### config.mk
export PLATFORM = sky130hd
export DESIGN_NAME = sram_arbiter
export DESIGN_NICKNAME = d
export VERILOG_FILES = /design/src/rtl/atom_sram_pkg.sv /design/src/rtl/sram_arbiter.sv
export SDC_FILE = /design/constraint.sdc
export NUM_CORES = 1
export LEC_CHECK = 0
export BUFFER_PORTS_ARGS = -buffer_cell sky130_fd_sc_hd__clkbuf_2
export CORE_MARGIN = 3
export CORE_UTILIZATION = 35
export DETAILED_ROUTE_END_ITERATION = 10
export SLEW_MARGIN = 40
export SYNTH_ARGS = -nofsm -noshare
export SYNTH_HDL_FRONTEND = slang
export SYNTH_SLANG_ARGS = --single-unit
### constraint.sdc
create_clock -name clk100 -period 3 [get_ports clk100]
set_input_delay 0.15 -clock clk100 [delete_from_list [all_inputs] [get_ports clk100]]
set_output_delay 0.15 -clock clk100 [all_outputs]
set_load 0.005 [all_outputs]
### src/rtl/atom_sram_pkg.sv
// Shared types and defaults for the external SRAM arbiter.
// State encoding, grant identifiers and strobe timing defaults.
package atom_sram_pkg;

  typedef enum logic [2:0] {
    IDLE,
    READ,
    WR_SETUP,
    WR_PULSE,
    DONE
  } state_e;

  localparam logic GRANT_CPU = 1'b0;
  localparam logic GRANT_VID = 1'b1;

  localparam int RD_CYCLES_DEF = 2;
  localparam int WE_CYCLES_DEF = 2;

endpackage

### src/rtl/sram_arbiter.sv
// Round-robin sharing of one async 8-bit SRAM between CPU and video.
// All SRAM strobes, address, data and acks come straight from flops.
module sram_arbiter
  import atom_sram_pkg::*;
#(
  parameter int ADDR_W    = 18,
  parameter int RD_CYCLES = RD_CYCLES_DEF,
  parameter int WE_CYCLES = WE_CYCLES_DEF
) (
  input  logic              clk100,
  input  logic              reset,
  input  logic              cpu_req,
  input  logic              cpu_rnw,
  input  logic [ADDR_W-1:0] cpu_addr,
  input  logic [7:0]        cpu_wdata,
  output logic [7:0]        cpu_rdata,
  output logic              cpu_ack,
  input  logic              vid_req,
  input  logic [ADDR_W-1:0] vid_addr,
  output logic [7:0]        vid_rdata,
  output logic              vid_ack,
  output logic              RAMCS_b,
  output logic              RAMOE_b,
  output logic              RAMWE_b,
  output logic [ADDR_W-1:0] ADR,
  output logic [7:0]        dat_out,
  output logic              dat_oe,
  input  logic [7:0]        dat_in
);

  localparam logic [3:0] RD_LOAD = 4'(RD_CYCLES - 1);
  localparam logic [3:0] WE_LOAD = 4'(WE_CYCLES - 1);

  state_e            state_q, state_d;
  logic              grant_q, grant_d;
  logic [3:0]        cnt_q, cnt_d;
  logic              cs_q, cs_d;
  logic              oe_q, oe_d;
  logic              we_q, we_d;
  logic [ADDR_W-1:0] adr_q, adr_d;
  logic [7:0]        dout_q, dout_d;
  logic              doe_q, doe_d;
  logic              cack_q, cack_d;
  logic              vack_q, vack_d;
  logic [7:0]        crd_q, crd_d;
  logic [7:0]        vrd_q, vrd_d;
  logic              pick_vid;

  // Video wins when alone, or when both ask and the CPU went last.
  assign pick_vid = vid_req & (~cpu_req | (grant_q == GRANT_CPU));

  always_ff @(posedge clk100 or posedge reset) begin
    if (reset) begin
      state_q <= IDLE;
      grant_q <= GRANT_CPU;
      cnt_q   <= '0;
      cs_q    <= 1'b1;
      oe_q    <= 1'b1;
      we_q    <= 1'b1;
      adr_q   <= '0;
      dout_q  <= '0;
      doe_q   <= 1'b0;
      cack_q  <= 1'b0;
      vack_q  <= 1'b0;
      crd_q   <= '0;
      vrd_q   <= '0;
    end else begin
      state_q <= state_d;
      grant_q <= grant_d;
      cnt_q   <= cnt_d;
      cs_q    <= cs_d;
      oe_q    <= oe_d;
      we_q    <= we_d;
      adr_q   <= adr_d;
      dout_q  <= dout_d;
      doe_q   <= doe_d;
      cack_q  <= cack_d;
      vack_q  <= vack_d;
      crd_q   <= crd_d;
      vrd_q   <= vrd_d;
    end
  end

  always_comb begin
    state_d = state_q;
    grant_d = grant_q;
    cnt_d   = cnt_q;
    cs_d    = cs_q;
    oe_d    = oe_q;
    we_d    = we_q;
    adr_d   = adr_q;
    dout_d  = dout_q;
    doe_d   = doe_q;
    cack_d  = 1'b0;
    vack_d  = 1'b0;
    crd_d   = crd_q;
    vrd_d   = vrd_q;
    unique case (state_q)
      IDLE: begin
        if (cpu_req | vid_req) begin
          cs_d = 1'b0;
          if (pick_vid) begin
            grant_d = GRANT_VID;
            adr_d   = vid_addr;
            oe_d    = 1'b0;
            cnt_d   = RD_LOAD;
            state_d = READ;
          end else begin
            grant_d = GRANT_CPU;
            adr_d   = cpu_addr;
            if (cpu_rnw) begin
              oe_d    = 1'b0;
              cnt_d   = RD_LOAD;
              state_d = READ;
            end else begin
              dout_d  = cpu_wdata;
              doe_d   = 1'b1;
              state_d = WR_SETUP;
            end
          end
        end
      end
      READ: begin
        if (cnt_q == 4'd0) begin
          if (grant_q == GRANT_VID) begin
            vrd_d  = dat_in;
            vack_d = 1'b1;
          end else begin
            crd_d  = dat_in;
            cack_d = 1'b1;
          end
          oe_d    = 1'b1;
          cs_d    = 1'b1;
          state_d = DONE;
        end else begin
          cnt_d = cnt_q - 4'd1;
        end
      end
      WR_SETUP: begin
        we_d    = 1'b0;
        cnt_d   = WE_LOAD;
        state_d = WR_PULSE;
      end
      WR_PULSE: begin
        // CS and dat_oe stay asserted into DONE for data hold.
        if (cnt_q == 4'd0) begin
          we_d    = 1'b1;
          cack_d  = 1'b1;
          state_d = DONE;
        end else begin
          cnt_d = cnt_q - 4'd1;
        end
      end
      DONE: begin
        doe_d   = 1'b0;
        cs_d    = 1'b1;
        state_d = IDLE;
      end
      default: state_d = IDLE;
    endcase
  end

  assign RAMCS_b   = cs_q;
  assign RAMOE_b   = oe_q;
  assign RAMWE_b   = we_q;
  assign ADR       = adr_q;
  assign dat_out   = dout_q;
  assign dat_oe    = doe_q;
  assign cpu_ack   = cack_q;
  assign vid_ack   = vack_q;
  assign cpu_rdata = crd_q;
  assign vid_rdata = vrd_q;

endmodule

==> summary.txt, run 1 <==
Run status
  • Status: finished clean

Final layout
  • Area growth, synth to finish: 29.1%
  • Filler instances: 590
  • Diode count: 0
  • Share of layout cells above drive strength 1: 48.4%
  • Final net count: 366

Logic synthesis
  • Warnings from Yosys: 0
  • Register area share after synthesis: between 50% and 60%
  • Synth area leaders: dfrtp_1 54%, mux2_2 11%, mux2i_1 7.8%
  • Gate Count Post-Synth: about 200
  • Synth Area in Adders: between 1 and 1.5%
  • Mean Syn Cell Area: between 10 and 15 um^2
  • Top post-synthesis cells by count: 53 x dfrtp_1, 24 x mux2_2, 21 x nor2_1, 20 x a21oi_1, 19 x mux2i_1
  • Post-synth top flop: dfrtp_1
  • Largest family of logic cells by synthesized area: multiplexers
  • Dominant cell type by area after synthesis: dfrtp_1
  • Synth Area in Simple Gates: a little under a tenth
  • Yosys reg bits: 56
  • Mux contribution to synthesized area: a little under a fifth
  • Post-Synth XOR/XNOR Area: 0%
  • Synthesized area: 2450 um^2
  • EDFF count, synth: 0
  • Most frequent cell after synthesis: dfrtp_1
  • Syn_nets: 261
  • Ys async rst share: 100%
  • Area share of the leading cell type in the synthesized netlist: between 50 and 60%
  • Synth Area in Compound Gates: roughly a tenth
  • Count of cell types in the netlist: 39

Worst hold path
  • HP Class: primary input to register
  • Hold path depth: 2

Route
  • Routed len/inst: roughly 13 um
  • Vias per Instance: approximately 4.6
  • Detailed Routing Iterations Pass 1: 4
  • Drc violations: 0
  • Vias: 1832
  • DRT antenna net count: 0
  • Routed wire length: roughly 5.2 mm
  • Starting DRT DRC Count: 60

Worst setup path
  • Critical Path Start Type: register
  • Path length in cells of the critical path: 6
  • CP endpoint kind: register
  • Critical Path AT: roughly 2100 ps
  • Worst Path Max Fanout: 8
  • CP peak stage delay: 420 ps
  • Reg2reg path depth: 6
  • Setup CP Type: register to register
  • WP data required: 3200 ps
  • Critical path's slowest cell: dfrtp_1
  • Crit path buf inv count: 1
  • Cell Chain, Critical Path: inv_1 -> ha_1 -> and2b_1 -> nand4_1 -> nor2_2 -> mux2_2
  • CP top delay family: simple AND/OR/NAND/NOR gates

Global route
  • Initial antenna violation count: 0
  • First-pass GRT wire length: around 9 mm
  • Vias in the first global route: around 1800
  • Largest net degree at the start of global routing: 40
  • GR Overflow Total: 0
  • Total GRT Usage: between 10% and 20%

STA
  • Max_slew headroom: a little under three fifths
  • Tcrit/Tclk final: between 60% and 70%
  • Slew @ Worst Pin: approximately 660 ps
  • F_max: around 0.52 GHz
  • Final Max Slew Viols: 0
  • Clk_skew: between 4 and 5 ps
  • RSZ-0062 raised after global routing: no
  • Tmin final: 1940 ps
  • Final setup vio count: 0
  • Fin. Hold Viols: 0
  • Sum Neg Setup Slack: 0 ps

Floorplanning
  • I/O Pins: 105
  • Die width: between 80 and 90 um
  • Die area: 8050 um^2
  • Core footprint: about 6600 um^2
  • Initial Util: between 30 and 40%
  • Row cnt: 29
  • Chip height: 89.7 um

Place
  • Buffers on Ports: approximately 100
  • HPWL after DPL: ~4 mm
  • GPL Wtd Cong: 0.752

Power
  • VDD IR max: ~0.34 mV
  • Power Density: 939 nW/um^2
  • Lkg Pwr: approximately 1.6 nW
  • Final Total Pwr: just under 3 mW

Clock tree
  • Max Root-Sink Buffers: 2
  • Post-CTS setup buffers: 0
  • Htree depth: 2
  • CTS buffer count: 5
  • Root Buffer: clkbuf_8
  • Worst-path clk slew: around 100 ps
  • CTS sink count: 56
  • Worst skew pair latency: approximately 310 ps
  • TritonCTS clock tree: done

Job
  • Max-cap viol count: 0
[kinds of logic (layout without fill, tap and decap cells)]
| logic type | after synthesis | count (layout) |
|---|---|---|
| adders and majority gates | 2 | 2 |
| DFF | 56 | 56 |
| muxes | 43 | 43 |
| buffers and inverters | 18 | 124 |
| AOI/OAI and AO/OA | 39 | 39 |
| and+or+nand+nor | 44 | 44 |
[worst reg2reg max path, cell delays in order (launching register included)]
cell     delay (ps)
dfrtp_1         420
inv_1           110
ha_1            160
and2b_1         190
nand4_1         180
nor2_2          400
mux2_2          380
[state kept, by name, indices dropped and copies added (netlist names)]
signal / cells
cpu_ack: 1
dat_oe: 1
dat_out: 8
ADR: 18
RAMOE_b: 1
cnt_q: 4
vid_ack: 1
RAMCS_b: 1
state_q: 3
grant_q: 1
cpu_rdata: 8
RAMWE_b: 1
vid_rdata: 8
[repair_timing]
item	in CTS	in global routing
resized for setup	0	0
endpoints found under the hold margin	13	0
hold buffers	1	0
[stage by stage]
step | worst slack (ps) | utilization, % | instances | instance area (um^2) | hold WS [ps]
after global placement | 1120 | 46.7 | 392 | 3060 | 334
after detailed placement | 1060 | 46.7 | 392 | 3060 | 341
after floorplan | 1290 | - | 202 | 2450 | 300
after global routing | 858 | 48.2 | 401 | 3170 | 51.6
final | 1060 | 48.2 | 401 | 3170 | 66.5
after CTS | 1050 | 48.2 | 401 | 3160 | 55.4
[path summary, 6_finish.rpt]
kind / start / to / slack, ps
max in group asynchronous: reset / RAMCS_b$_DFFE_PP1P_ / 1820
worst min-delay path: cpu_wdata[4] / dat_out[4]$_DFFE_PP0P_ / 70
worst max register to register: cnt_q[0]$_DFFE_PP0P_ / cpu_rdata[4]$_DFFE_PP0P_ / 1060
min in group asynchronous: reset / ADR[13]$_DFFE_PP0P_ / 440
worst max-delay path: cnt_q[0]$_DFFE_PP0P_ / cpu_rdata[4]$_DFFE_PP0P_ / 1060
worst min register to register: dat_oe$_DFFE_PP0P_ / dat_oe$_DFFE_PP0P_ / 510
[per-layer routing]
layer  track usage [%]  vias to the layer above  wire length (um)
li1                  -                      922                 -
met1              15.9                      842              2170
met2              23.3                       64              2630
met3              3.17                        4               321
met4              3.83                        0                66
met5                 0                        -                 0
[layout by cell type, fill, tap and decap left out, drive strengths merged, types with 2 or more instances in the layout]
master  instances
a211o           2
a21boi          2
a21oi          20
a22o            2
a31oi           2
buf             3
clkbuf        109
clkinv          2
dfrtp          53
dfstp           3
ha              2
inv             8
mux2           24
mux2i          19
nand2           7
nor2           23
nor3            3
o21ai           3
o22ai           2
[cell type report]
class	instances	area [um^2]	share of cell area, %
clock inverters	3	21.3	0.672
flip-flops and latches	56	1410	44.4
inverters	8	31.3	0.988
multi-input cells	128	970	30.6
well taps	93	116	3.68
repair buffers	108	553	17.5
clock buffers	5	68.8	2.17
[power breakdown]
group	leakage (nW)	internal, mW	switching [mW]
Clock	0.0445	0.166	0.252
Sequential	0.655	1.13	0.263
Combinational	0.868	0.627	0.532
Note: power is estimated with default switching activity, not from simulation.
==> run 2, diff against run 1 <==
==> constraint.sdc (replaced) <==
create_clock -name clk100 -period 1.9 [get_ports clk100]
set_input_delay 0.095 -clock clk100 [delete_from_list [all_inputs] [get_ports clk100]]
set_output_delay 0.095 -clock clk100 [all_outputs]
set_load 0.005 [all_outputs]
==> summary.txt, run 2 (synthesized netlist as in run 1, its figures left out) <==
Final layout
  • Commonest cells after routing, fill and taps aside: 104 x clkbuf_2, 53 x dfrtp_1, 24 x mux2_2
  • Filler instances: 616 (+4.4%)
  • Commonest non-fill, non-tap cell in the layout: clkbuf_2
  • Share of layout cells above drive strength 1: 49.7% (+1.3 points)
  • Fin area: 3240 um^2 (+2.3%)
  • Final net count: 374 (+2.2%)
  • Area growth, synth to finish: 32.0%
  • Largest register FFs: 18 (unchanged)
  • Diode count: 0 (unchanged)

Place
  • HPWL after DPL: 4.09 mm (+4.7%)
  • Buffers on Ports: 104 (unchanged)
  • GPL Wtd Cong: 0.757 (+0.64%)
  • Placed Area: 3120 um^2 (+1.9%)

Floorplanning
  • Chip height: 89.7 um (unchanged)
  • Die width: 89.7 um (unchanged)
  • Die area: 8050 um^2 (unchanged)
  • I/O Pins: 105 (unchanged)
  • Core footprint: 6570 um^2 (unchanged)
  • Row cnt: 29 (unchanged)
  • Initial Util: 37.3% (unchanged)

STA
  • Final Max Slew Viols: 0 (unchanged)
  • Slew @ Worst Pin: 558 ps (-102 ps)
  • Tcrit/Tclk final: 92.9% (+28 points)
  • Clk_skew: 4.89 ps (+0.307 ps)
  • Max_slew headroom: 62.8% (+6.8 points)
  • F_max: 0.567 GHz (+9.7%)
  • Sum Neg Setup Slack: 0 ps (unchanged)
  • Tmin final: 1770 ps (-171 ps)
  • Final setup vio count: 0 (unchanged)
  • RSZ-0062 raised after global routing: no
  • Fin. Hold Viols: 0 (unchanged)

Power
  • Final Total Pwr: 4.80 mW (+61%)
  • Power Density: 1480 nW/um^2 (+58%)
  • VDD IR max: 0.476 mV (+39%)
  • Lkg Pwr: 1.61 nW (+3.0%)

Worst setup path
  • CP top delay family: simple AND/OR/NAND/NOR gates
  • WP data required: 2100 ps (-1100 ps)
  • R2R Path End: vid_rdata[1]$_DFFE_PP0P_
  • CP peak stage delay: 390 ps (-30 ps)
  • CP endpoint kind: register
  • Worst Path Max Fanout: 9 (+1)
  • Critical Path AT: 1960 ps (-180 ps)
  • Setup CP Type: register to register
  • Reg2reg path depth: 7 (+1)
  • Crit path buf inv count: 2 (+1)
  • Critical Path Start Type: register
  • Worst reg2reg setup slack: 130 ps (-930 ps)
  • Cell Chain, Critical Path: inv_1 -> ha_1 -> and2b_1 -> nand4_1 -> or2_1 -> buf_4 -> mux2_2
  • Reg-to-Reg Start: cnt_q[0]$_DFFE_PP0P_
  • Critical path's slowest cell: dfrtp_1

Clock tree
  • Htree depth: 2 (unchanged)
  • Root Buffer: clkbuf_8
  • TritonCTS clock tree: done
  • Max Root-Sink Buffers: 2 (unchanged)
  • Worst-path clk slew: 100 ps (about the same)
  • CTS buffer count: 5 (unchanged)
  • Worst skew pair latency: 300 ps (about the same)
  • CTS sink count: 56 (unchanged)

Route
  • Vias: 1905 (+4.0%)
  • DRT antenna net count: 0 (unchanged)
  • Detailed Routing Iterations Pass 1: 4 (unchanged)
  • Vias per Instance: 4.66 (+2.0%)
  • Drc violations: 0 (unchanged)
  • Routed wire length: 5.29 mm (+1.8%)
  • Routed len/inst: 12.9 um (-0.20%)
  • Starting DRT DRC Count: 67 (+12%)

Global route
  • Initial antenna violation count: 0 (unchanged)
  • GR Overflow Total: 0 (unchanged)
  • Vias in the first global route: 1967 (+6.7%)
  • First-pass GRT wire length: 9.20 mm (+4.0%)
  • Total GRT Usage: 13.5% (+0.32 points)
  • Largest net degree at the start of global routing: 39 (-2.5%)

Worst hold path
  • Worst Hold End: dat_out[5]$_DFFE_PP0P_
  • HP Class: primary input to register
  • Hold path depth: 2 (unchanged)
  • HP Start: cpu_wdata[5]

Run status
  • Status: finished clean

Job
  • Max-cap viol count: 0 (unchanged)
## run 2: cell types whose count changed in the layout (fill, tap and decap cells not counted), sizes merged
| cell | before | now |
|---|---|---|
| inv | 8 | 9 |
| buf | 3 | 11 |
| clkinvlp | 1 | 0 |
## run 2: worst max-delay path by stage
stage                               from                       end  slack, ps  depth (start not counted)
finish              cnt_q[0]$_DFFE_PP0P_  vid_rdata[1]$_DFFE_PP0P_        130                          7
global route        cnt_q[0]$_DFFE_PP0P_  vid_rdata[4]$_DFFE_PP0P_         10                          7
CTS                 cnt_q[0]$_DFFE_PP0P_  vid_rdata[1]$_DFFE_PP0P_        100                          7
detailed placement  cnt_q[0]$_DFFE_PP0P_  vid_rdata[6]$_DFFE_PP0P_        120                          7
global placement    cnt_q[0]$_DFFE_PP0P_  vid_rdata[2]$_DFFE_PP0P_        170                          7
floorplan           cnt_q[0]$_DFFE_PP0P_  cpu_rdata[0]$_DFFE_PP0P_        190                          6
## run 2: area by class of cell
cell class | count | area [um^2] | share of cell area, %
Tap cell | 93 | 116 | 3.59
Inverter | 8 | 30.0 | 0.927
Multi-Input combinational cell | 128 | 970 | 29.9
Clock buffer | 5 | 68.8 | 2.13
Clock inverter | 3 | 22.5 | 0.696
Sequential cell | 56 | 1410 | 43.4
Timing Repair Buffer | 116 | 626 | 19.3
## run 2: metrics by stage
step	utilization (%)	std cells	worst slack, ps	hold slack [ps]
6_report	49.3	409	135	11.7
5_1_grt	49.3	409	11.3	0.609
4_1_cts	49.1	407	97.7	1.51
3_5_place_dp	47.5	398	116	172
3_3_place_gp	47.5	398	174	163
2_1_floorplan	-	202	195	245
## run 2: where the power goes
group	switching, mW	internal [mW]
Combinational	0.903	1.06
Sequential	0.382	1.79
Clock	0.394	0.265
Total	1.68	3.12
## run 2: per-layer routing
| layer | wire, um | share of wire (%) | vias to the layer above | global-route usage [%] |
|---|---|---|---|---|
| met4 | 63 | 1.2 | 0 | 4.09 |
| met1 | 2280 | 43 | 898 | 16.6 |
| li1 | - | - | 937 | - |
| met5 | 0 | 0 | - | 0 |
| met2 | 2620 | 50 | 66 | 23.4 |
| met3 | 326 | 6.2 | 4 | 3.26 |
## run 2: what timing repair did
| item | CTS | global route |
|---|---|---|
| endpoints found under the setup margin | 0 | 7 |
| setup buffers | 0 | 2 |
| resized for setup | 0 | 0 |
| endpoints found under the hold margin | 22 | 0 |
| hold buffers | 1 | 0 |
==> run 3, diff against run 2 <==
==> constraint.sdc (replaced) <==
create_clock -name clk100 -period 1.78 [get_ports clk100]
set_input_delay 0.089 -clock clk100 [delete_from_list [all_inputs] [get_ports clk100]]
set_output_delay 0.089 -clock clk100 [all_outputs]
set_load 0.005 [all_outputs]
==> summary.txt, run 3 (synthesized netlist as in run 1, its figures left out) <==
Place
  • Placement Setup Slack: 79.6 ps (-36.4 ps)
  • Buffers on Ports: 104 (unchanged)
  • HPWL after DPL: 4.14 mm (+1.0%)
  • GPL Wtd Cong: 0.727 (-4.0%)
  • Dpl cells: 409 (+2.8%)

STA
  • Final Max Slew Viols: 0 (unchanged)
  • RSZ-0062 raised after global routing: yes
  • Worst Slack Setup Final: 57.6 ps (-77.2 ps)
  • Clk_skew: 5.11 ps (+0.218 ps)
  • Max_slew headroom: 63.4% (+0.62 points)
  • Slew @ Worst Pin: 548 ps (-9.30 ps)
  • Tmin final: 1720 ps (-42.8 ps)
  • F_max: 0.581 GHz (+2.5%)
  • Tcrit/Tclk final: 96.8% (+3.9 points)
  • Fin. Hold Viols: 0 (unchanged)
  • Final setup vio count: 0 (unchanged)
  • Sum Neg Setup Slack: 0 ps (unchanged)

Floorplanning
  • Die area: 8050 um^2 (unchanged)
  • I/O Pins: 105 (unchanged)
  • Initial Util: 37.3% (unchanged)
  • Core footprint: 6570 um^2 (unchanged)
  • Chip height: 89.7 um (unchanged)
  • Die width: 89.7 um (unchanged)
  • Row cnt: 29 (unchanged)

Global route
  • GR Overflow Total: 0 (unchanged)
  • First-pass GRT wire length: 9.49 mm (+3.2%)
  • Initial antenna violation count: 0 (unchanged)
  • Largest net degree at the start of global routing: 39 (unchanged)
  • Total GRT Usage: 14.1% (+0.66 points)
  • Vias in the first global route: 1966 (-0.051%)

Route
  • Vias: 1943 (+2.0%)
  • Routed len/inst: 13.0 um (+0.49%)
  • Detailed Routing Iterations Pass 1: 4 (unchanged)
  • Starting DRT DRC Count: 68 (+1.5%)
  • DRT antenna net count: 0 (unchanged)
  • Drc violations: 0 (unchanged)
  • Vias per Instance: 4.60 (-1.1%)
  • Routed wire length: 5.48 mm (+3.7%)

Final layout
  • Diode count: 0 (unchanged)
  • Commonest cells after routing, fill and taps aside: 104 x clkbuf_2, 53 x dfrtp_1, 24 x mux2_2
  • Share of layout cells above drive strength 1: 52.3% (+2.6 points)
  • Non-filler cells, final: 422 (+3.2%)
  • Final net count: 387 (+3.5%)
  • Filler instances: 599 (-2.8%)
  • Largest register FFs: 18 (unchanged)
  • Commonest non-fill, non-tap cell in the layout: clkbuf_2
  • Area growth, synth to finish: 38.5%

Run status
  • Status: finished clean

Worst setup path
  • Worst Path Max Fanout: 4 (-5)
  • Setup CP Type: register to register
  • Critical path's slowest cell: dfrtp_1
  • CP peak stage delay: 410 ps (+20 ps)
  • Critical Path Start Type: register
  • Crit path buf inv count: 2 (unchanged)
  • Critical Path AT: 1920 ps (-40 ps)
  • WP data required: 1980 ps (-120 ps)
  • Cell Chain, Critical Path: inv_2 -> ha_4 -> and2b_1 -> nand4_1 -> or2_4 -> clkbuf_16 -> mux2_2
  • CP top delay family: simple AND/OR/NAND/NOR gates
  • CP endpoint kind: register

Power
  • Power Density: 1560 nW/um^2 (+5.4%)
  • VDD IR max: 0.632 mV (+33%)
  • Lkg Pwr: 1.69 nW (+4.8%)

Clock tree
  • CTS buffer count: 5 (unchanged)
  • Htree depth: 2 (unchanged)
  • CTS sink count: 56 (unchanged)
  • Worst skew pair latency: 310 ps (about the same)
  • Root Buffer: clkbuf_8
  • Worst-path clk slew: 100 ps (about the same)
  • Max Root-Sink Buffers: 2 (unchanged)
  • TritonCTS clock tree: done

Worst hold path
  • HP Class: primary input to register

Job
  • Max-cap viol count: 0 (unchanged)
[run 3: per-stage QoR]
| step | hold slack (ps) | utilization (%) | total power, mW | cell area [um^2] |
|---|---|---|---|---|
| floorplan | 239 | - | 3.51 | 2450 |
| global placement | 162 | 49.2 | 4.56 | 3230 |
| detailed placement | 160 | 49.2 | 4.61 | 3230 |
| CTS | 2.40 | 50.7 | 5.33 | 3330 |
| global route | 0.0844 | 51.7 | 5.77 | 3400 |
| finish | 11.3 | 51.7 | 5.30 | 3400 |
[run 3: cell type report]
| cell class | instances | area, um^2 | area share, % |
|---|---|---|---|
| clock buffers | 5 | 68.8 | 2.03 |
| clock inverters | 3 | 21.3 | 0.626 |
| inverters | 8 | 30.0 | 0.884 |
| multi-input cells | 128 | 985 | 29.0 |
| flip-flops and latches | 56 | 1410 | 41.4 |
| well taps | 93 | 116 | 3.43 |
| repair buffers | 129 | 771 | 22.7 |
[run 3: what timing repair did]
item,CTS,global route
hold endpoints to repair,21,2
endpoints found under the setup margin,0,8
hold buffers,1,2
setup buffers,0,1
gates resized for setup,0,5
[run 3: final timing paths]
path,start,endpoint,depth (start not counted),slack (ps)
max,cnt_q[1]$_DFFE_PP0P_,vid_rdata[2]$_DFFE_PP0P_,7,60
min,cpu_wdata[7],dat_out[7]$_DFFE_PP0P_,2,10
max reg2reg,cnt_q[1]$_DFFE_PP0P_,vid_rdata[2]$_DFFE_PP0P_,7,60
min reg2reg,RAMOE_b$_DFFE_PP1P_,RAMOE_b$_DFFE_PP1P_,2,480
max in group asynchronous,reset,RAMWE_b$_DFFE_PP1P_,4,840
min in group asynchronous,reset,ADR[13]$_DFFE_PP0P_,3,350
[run 3: metal layers]
layer	global-route usage, %	part of all wire (%)	vias up	wire, um
met5	0	0	-	0
met4	4.60	1.6	0	87
met3	2.84	5.5	7	302
met2	23.4	50	77	2760
met1	18.6	43	896	2340
li1	-	-	963	-
[run 3: power breakdown]
part | internal, mW | leakage (nW) | switching, mW
registers | 1.91 | 0.655 | 0.385
clock network | 0.280 | 0.0445 | 0.409
logic | 1.28 | 0.992 | 1.04
total | 3.47 | 1.69 | 1.83
